==> src/rtl/btn_pkg.sv <==
// Shared types and default timing constants for the button gesture decoder.
package btn_pkg;

    typedef enum logic [2:0] {
        IDLE,
        DOWN1,
        HELD,
        WAIT2,
        DOWN2
    } gesture_state_t;

    // Defaults assume a 12 MHz clock.
    localparam int unsigned DB_CYC_DEF   = 240000;   // 20 ms debounce
    localparam int unsigned LONG_CYC_DEF = 6000000;  // 500 ms long-press
    localparam int unsigned DBL_CYC_DEF  = 3000000;  // 250 ms double-press window
    localparam int unsigned REP_CYC_DEF  = 1200000;  // 100 ms auto-repeat

    // Largest of the four timing constants; sizes the shared gesture counter.
    function automatic int unsigned max4(input int unsigned a, input int unsigned b,
                                         input int unsigned c, input int unsigned d);
        int unsigned m;
        m = a;
        if (b > m) m = b;
        if (c > m) m = c;
        if (d > m) m = d;
        return m;
    endfunction

endpackage

==> src/rtl/btn_debounce.sv <==
// Two-flop synchroniser plus stable-count debounce. Produces the debounced
// level and one-cycle rise/fall events aligned with the level change.
module btn_debounce #(
    parameter int unsigned DB_CYC = 240000
) (
    input  logic clk_i,
    input  logic rst_i,
    input  logic btn_i,
    output logic lvl_o,
    output logic rise_o,
    output logic fall_o
);

    localparam int unsigned DW = $clog2(DB_CYC) + 1;

    logic [1:0]    sync_q;
    logic [DW-1:0] cnt_q, cnt_d;
    logic          lvl_q, lvl_d;
    logic          rise_q, fall_q;

    // Level follows the synced input only after DB_CYC consecutive disagreeing cycles.
    always_comb begin
        cnt_d = '0;
        lvl_d = lvl_q;
        if (sync_q[1] != lvl_q) begin
            if (cnt_q >= DW'(DB_CYC - 1)) begin
                lvl_d = sync_q[1];
            end else begin
                cnt_d = cnt_q + DW'(1);
            end
        end
    end

    // Synchroniser, debounce state and edge events (edge flags coincide with the new level).
    always_ff @(posedge clk_i or posedge rst_i) begin
        if (rst_i) begin
            sync_q <= '0;
            cnt_q  <= '0;
            lvl_q  <= 1'b0;
            rise_q <= 1'b0;
            fall_q <= 1'b0;
        end else begin
            sync_q <= {sync_q[0], btn_i};
            cnt_q  <= cnt_d;
            lvl_q  <= lvl_d;
            rise_q <= lvl_d & ~lvl_q;
            fall_q <= ~lvl_d & lvl_q;
        end
    end

    assign lvl_o  = lvl_q;
    assign rise_o = rise_q;
    assign fall_o = fall_q;

endmodule

==> src/rtl/btn_gesture_decoder.sv <==
// Button gesture decoder: debounced level plus SHORT / LONG / DOUBLE pulses.
// Optional auto-repeat while held past LONG is enabled by GESTURE_REPEAT_EN.
module btn_gesture_decoder
    import btn_pkg::*;
#(
    parameter int unsigned DB_CYC   = DB_CYC_DEF,
    parameter int unsigned LONG_CYC = LONG_CYC_DEF,
    parameter int unsigned DBL_CYC  = DBL_CYC_DEF,
    parameter int unsigned REP_CYC  = REP_CYC_DEF
) (
    input  logic CLK,
    input  logic RST,
    input  logic BTN,
    output logic LVL,
    output logic SHORT,
    output logic LONG,
    output logic DOUBLE,
    output logic REPEAT
);

    localparam int unsigned CW = $clog2(max4(DB_CYC, LONG_CYC, DBL_CYC, REP_CYC)) + 1;
    localparam logic [CW-1:0] CNT_MAX = '1;

    logic rise, fall;

    btn_debounce #(.DB_CYC(DB_CYC)) u_db (
        .clk_i  (CLK),
        .rst_i  (RST),
        .btn_i  (BTN),
        .lvl_o  (LVL),
        .rise_o (rise),
        .fall_o (fall)
    );

    gesture_state_t state_q, state_d;
    logic [CW-1:0]  cnt_q, cnt_d;
    logic           short_q, short_d;
    logic           long_q, long_d;
    logic           dbl_q, dbl_d;
`ifdef GESTURE_REPEAT_EN
    logic           rep_q, rep_d;
`endif

    // Next-state and pulse decode. CNT holds the cycles elapsed since the event that
    // entered the state: the edge cycle counts as 0, so edge-entered states start at 1,
    // while timeout-entered states start at 0 (the pulse cycle is the reference).
    always_comb begin
        state_d = state_q;
        cnt_d   = (cnt_q == CNT_MAX) ? cnt_q : cnt_q + CW'(1);
        short_d = 1'b0;
        long_d  = 1'b0;
        dbl_d   = 1'b0;
`ifdef GESTURE_REPEAT_EN
        rep_d   = 1'b0;
`endif
        unique case (state_q)
            IDLE: begin
                if (rise) begin
                    state_d = DOWN1;
                    cnt_d   = CW'(1);
                end
            end
            DOWN1: begin
                if (fall) begin
                    state_d = WAIT2;
                    cnt_d   = CW'(1);
                end else if (cnt_q >= CW'(LONG_CYC - 1)) begin
                    long_d  = 1'b1;
                    state_d = HELD;
                    cnt_d   = '0;
                end
            end
            HELD: begin
                if (fall) begin
                    state_d = IDLE;
                    cnt_d   = '0;
                end
`ifdef GESTURE_REPEAT_EN
                else if (cnt_q >= CW'(REP_CYC - 1)) begin
                    rep_d = 1'b1;
                    cnt_d = '0;
                end
`endif
            end
            WAIT2: begin
                // A new press beats the timeout when both land together.
                if (rise) begin
                    state_d = DOWN2;
                    cnt_d   = CW'(1);
                end else if (cnt_q >= CW'(DBL_CYC - 1)) begin
                    short_d = 1'b1;
                    state_d = IDLE;
                    cnt_d   = '0;
                end
            end
            DOWN2: begin
                if (fall) begin
                    dbl_d   = 1'b1;
                    state_d = IDLE;
                    cnt_d   = '0;
                end
            end
            default: begin
                state_d = IDLE;
                cnt_d   = '0;
            end
        endcase
    end

    // FSM, shared counter and registered pulse outputs.
    always_ff @(posedge CLK or posedge RST) begin
        if (RST) begin
            state_q <= IDLE;
            cnt_q   <= '0;
            short_q <= 1'b0;
            long_q  <= 1'b0;
            dbl_q   <= 1'b0;
`ifdef GESTURE_REPEAT_EN
            rep_q   <= 1'b0;
`endif
        end else begin
            state_q <= state_d;
            cnt_q   <= cnt_d;
            short_q <= short_d;
            long_q  <= long_d;
            dbl_q   <= dbl_d;
`ifdef GESTURE_REPEAT_EN
            rep_q   <= rep_d;
`endif
        end
    end

    assign SHORT  = short_q;
    assign LONG   = long_q;
    assign DOUBLE = dbl_q;
`ifdef GESTURE_REPEAT_EN
    assign REPEAT = rep_q;
`else
    assign REPEAT = 1'b0;
`endif

endmodule
==> config.mk <==
export PLATFORM = sky130hd
export DESIGN_NAME = btn_gesture_decoder
export DESIGN_NICKNAME = d
export VERILOG_FILES = /design/src/rtl/btn_pkg.sv /design/src/rtl/btn_debounce.sv /design/src/rtl/btn_gesture_decoder.sv
export SDC_FILE = /design/constraint.sdc
export NUM_CORES = 1
export LEC_CHECK = 0
export ABC_AREA = 0
export CAP_MARGIN = 20
export CORE_ASPECT_RATIO = 1.4
export CORE_MARGIN = 10
export CORE_UTILIZATION = 61
export CTS_CLUSTER_DIAMETER = 50
export DETAILED_ROUTE_END_ITERATION = 10
export PLACE_DENSITY_LB_ADDON = 0.2
export SLEW_MARGIN = 20
export SYNTH_ARGS = -nofsm -noshare
export SYNTH_HDL_FRONTEND = slang
export SYNTH_SLANG_ARGS = --single-unit
==> constraint.sdc <==
create_clock -name CLK -period 4.3 [get_ports CLK]
set_input_delay 0.645 -clock CLK [delete_from_list [all_inputs] [get_ports CLK]]
set_output_delay 0.645 -clock CLK [all_outputs]
set_load 0.05 [all_outputs]
# Yosys cells after proc, flatten, opt, wreduce, memory -nomap -nowiden
# Index checks and enable logic that the tools add are counted.
# word_totals
rom_bits,0
regBits,54
memories,0
mem_bits_rw,0
latchBits,0
output_inout_bits,5
# op_classes
shifts,0
n_lt_le_gt_ge,3
add_sub_neg,2
eq_ne,10
n_mul,0
reduce_logical,3
n_div,0
mux,27
n_bitwise,4
# op_table
op,count
two-way mux 24 bit,7
one-hot mux 24 bit (4 select lines),1
two-way mux 19 bit,2
"adder 24 x 1 -> 24 bit, second input constant",1
"equality test 24 bit, second input constant",1
"greater-or-equal comparator 24 x 22 -> 1 bit, second input constant",1
"greater-or-equal comparator 24 x 23 -> 1 bit, second input constant",1
"adder 19 x 1 -> 19 bit, second input constant",1
"greater-or-equal comparator 19 x 18 -> 1 bit, second input constant",1
two-way mux 3 bit,6
one-hot mux 3 bit (4 select lines),1
two-way mux 1 bit,10
"equality test 3 x 2 -> 1 bit, second input constant",2
"inequality test 3 x 2 -> 1 bit, second input constant",2
"inequality test 2 x 1 -> 1 bit, second input constant",2
AND reduction 4 bit,1
"equality test 3 x 1 -> 1 bit, second input constant",1
"equality test 3 bit, second input constant",1
logical NOT 3 bit,1
AND 1 bit,2
inverter 1 bit,2
OR reduction 2 bit,1
inequality test 1 bit,1

# Logic depth before layout (Yosys ltp)
# logic_depth
ltp_word,5
depth_mapped,8
depth_no_buf,7

# Hierarchy
# Synthesis repeated with hierarchy kept, for this count alone.
# hier_totals
cells_unflattened,322
area_unflattened_um2,3124.2
# modules_own_cells
mod,n_inst,seq_area_each_um2,area_per_inst_um2,cells_per_inst
btn_gesture_decoder,1,750.7,1871.8,205
btn_debounce,1,600.6,1252.5,117

# Worst setup path after synthesis
# OpenSTA, ideal clock, no wires.
# synth_path
path_kind,register to register
startpoint,reg cnt_q[18]
endpoint,reg cnt_q[3]
setup_time_ns,0.119
path_buffers,2
path_stages_with_launch,9
required_time_ns,4.181
path_slack_ns,1.949
arrival_time_ns,2.232
cell_sequence,dfrtp_1 > buf_6 > or4b_1 > or3_4 > nor4_4 > nor2_2 > a221oi_4 > buf_6 > nor2_2
# synth_via
elab_chain_cells,5
elab_cells_between_ends,11
classes_between,2 x order compare; 1 x eq/ne; 8 x mux
# synth_rtl
item,line_no,rtl
"start, declared",btn_gesture_decoder.sv:36,"logic [CW-1:0] cnt_q, cnt_d;"
"start signal, assigned",btn_gesture_decoder.sv:123,cnt_q <= cnt_d;
branches (longest 4 deep; another with greater-or-equal comparator 24 x 22 -> 1 bit),-,
one-hot mux 24 bit (4 select lines) *,btn_gesture_decoder.sv:56,unique case (state_q)
via cnt_d[3],btn_gesture_decoder.sv:36,
# Mark *: on every way through the listed nets, which the timed path passes.
# A chain may end at the register's enable or synchronous reset.

# Worst setup path after layout
# layout_path
startpoint,reg cnt_q[18]
endpoint,reg cnt_q[6]
# The elaborated chain is that of the path after synthesis.

==> results.md <==
* Status: finished clean
* Setup tns final at 0 ns
* Layout net count at 310
* Routability cong. at 0.869
* Sequential area share after synthesis at 45.0%
* Switching Share at 31.9%
* Worst skew pair latency at 0.31 ns
* Clk_skew at 0.0129 ns
* Max_cap viols at 0
* Final setup viols at 0
* Antenna diodes at 0
* PD cells at 377 nW/um^2
* Core Util, Final at 65.3%
* CP cell instances: or4b_1 > or3_4 > nor4_4 > nor2_2 > a221oi_4 > buf_4 > a211oi_1
* Total GRT Usage at 14.4%
* CTS Buf Count at 5
* Iter 0 DRT Violations at 137
* Die Wd at 79.3 um
* H-tree levels at 2
* Largest cells by area after synthesis: dfrtp_1, xor2_1, xnor2_1
* Gr ovfl total at 0
* # rows at 30
* Critical path arrival at 3.12 ns
* Cts repair resizes at 0
* Async SR Flop Fraction at 100%
* Critical path's largest stage delay at 0.66 ns
* Initial antenna violation count at 0
* Initial DRT Pass Iterations at 4
* Top-count cell post-synth: dfrtp_1
* CP Capture Type: register
* Largest net degree at the start of global routing at 38
* Max Root-Sink Buffers at 2
* CP bufs+invs at 1
* Die height at 103 um
* Sink Count at 54
* Post-CTS Hold Buffers at 0
* Synth area leader: dfrtp_1
* Reg power frac at 49.3%
* Initial Util at 62.5%
* Post-synthesis cell area at 3000 sq um
* Post-synth top cells: dfrtp_1, nor2_1, nor2_2, nand2_1, xor2_1
* Max-slew violation count at 0
* Pint at 0.807 mW
* Clk pin slew, worst setup/hold paths at 0.09 ns
* Req. time, crit path at 4.48 ns
* CP delay by family, top: simple AND/OR/NAND/NOR gates
* Synth top area share at 45.0%
* HPWL Detailed at 3.93 mm
* Port bufs at 6
* Worst slew pin tran at 0.729 ns
* Fmax at 339 MHz
* Number of global-route vias before repair at 2208
* Die area at 8170 sq um
* Count of final hold-check violations at 0
* Synth unique cells at 61
* Mapped Cells at 307
* Synth Flop Type: dfrtp_1
* Slowest CP cell: a221oi_4
* Avg Synthesized Cell Area at 9.79 sq um
* Top Ports at 8
* Crit path kind: reg -> reg
* Comb power frac at 22.3%
* Crit share post-route at 68.5%
* Max transition margin at 51.0%
* WL final at 5.45 mm
* Post-synth EDFFs at 0
* NetSw at 0.377 mW
* Detailed-route via count at 2144
* DR DRC count at 0
* Hold/Removal Path Class: reg -> reg
* WL/cell at 14.7 um
* Via-to-Cell Ratio at 5.79
* P_leak at 1.25 nW
* Share of cells above drive strength 1 at 15.0%
* Flops & latches, synth at 54
* Fin crit period at 2.95 ns
* First-pass GRT wire length at 9.56 mm
* Ys Warns at 0
* P&R area growth vs syn at 4.50%
* ANT nets after route at 0
* RSZ-0062 raised after global routing: no
* Post-CTS Setup Inserts at 0
* VDD IR max at 256 uV
* Core area at 4800 sq um
* Hold WS at 0.364 ns
* Clock power frac at 28.5%
* Root Driver: clkbuf_8
* Setup crit start kind: register
* CP max FO at 14
* CTS tree: done
## worst reg2reg max path, cell delays in order (launching register included)
cell and delay, ns:
dfrtp_1 0.47, or4b_1 0.55, or3_4 0.36, nor4_4 0.23
nor2_2 0.10, a221oi_4 0.66, buf_4 0.37, a211oi_1 0.08
## state kept, by name, summed over array words and instances, names as in the netlist, 2 cells and up
name and count:
cnt_q 24, u_db.cnt_q 19, state_q 3, u_db.sync_q 2
## layout make-up
| cell class | count | area [sq um] |
|---|---|---|
| repair buffers | 8 | 75.1 |
| flip-flops and latches | 54 | 1350 |
| clock buffers | 5 | 68.8 |
| clock inverters | 3 | 43.8 |
| inverters | 4 | 15.0 |
| well taps | 64 | 80.1 |
| fillers | 423 | 1670 |
| multi-input cells | 232 | 1510 |
## per-layer routing
layer	track usage (%)	up-vias	wire (um)
met5	0	-	0
met4	5.81	0	103
met3	2.79	11	129
met2	27.1	32	2910
met1	15.1	1031	2300
li1	-	1070	-
## logic make-up after synthesis
family	after synthesis	synth area share [%]
buffers and inverters	22	5.04
and+or+nand+nor	156	29.1
other	1	0.125
AOI/OAI and AO/OA	34	8.75
muxes	2	0.708
xor gates and xnor gates	36	10.5
adders and majority gates	2	0.833
DFF	54	45.0
## through the flow
stage	setup slack (ns)	std cells	area (sq um)	total power, mW
floorplan	1.95	308	3010	0.839
global placement	1.43	362	3030	0.850
detailed placement	1.36	362	3030	0.859
CTS	1.32	370	3140	1.20
global route	1.19	370	3140	1.25
finish	1.35	370	3140	1.18
## placed cells by master, fill, tap and decap left out, drive strengths merged, types with 4 or more instances in the layout
master	count
nor4	4
nor2	56
nand4	13
xnor2	17
clkdlybuf4s50	6
nand2	20
a21oi	6
xor2	19
dfrtp	54
inv	5
nor3	10
clkbuf	5
nand3	16
and3	9
a31oi	5
a211oi	5
## path summary, 6_finish.rpt
path	cells after the start	startpoint	slack [ns]	end
worst max-delay path	7	cnt_q[18]	1.35	cnt_q[6]
worst min-delay path	0	u_db.sync_q[0]	0.36	u_db.sync_q[1]
worst max register to register	7	cnt_q[18]	1.35	cnt_q[6]
worst min register to register	0	u_db.sync_q[0]	0.36	u_db.sync_q[1]
max in group asynchronous	3	RST	2.90	cnt_q[3]
min in group asynchronous	2	RST	0.61	u_db.cnt_q[12]
## power groups by stage
stage / Clock [mW] / Sequential, mW / Combinational, mW
6_report: 0.337 / 0.584 / 0.264
5_1_grt: 0.369 / 0.591 / 0.292
4_1_cts: 0.353 / 0.582 / 0.268
3_5_place_dp: 0 / 0.592 / 0.268
3_3_place_gp: 0 / 0.590 / 0.261
2_1_floorplan: 0 / 0.571 / 0.268
(Power assumes the default switching activity.)
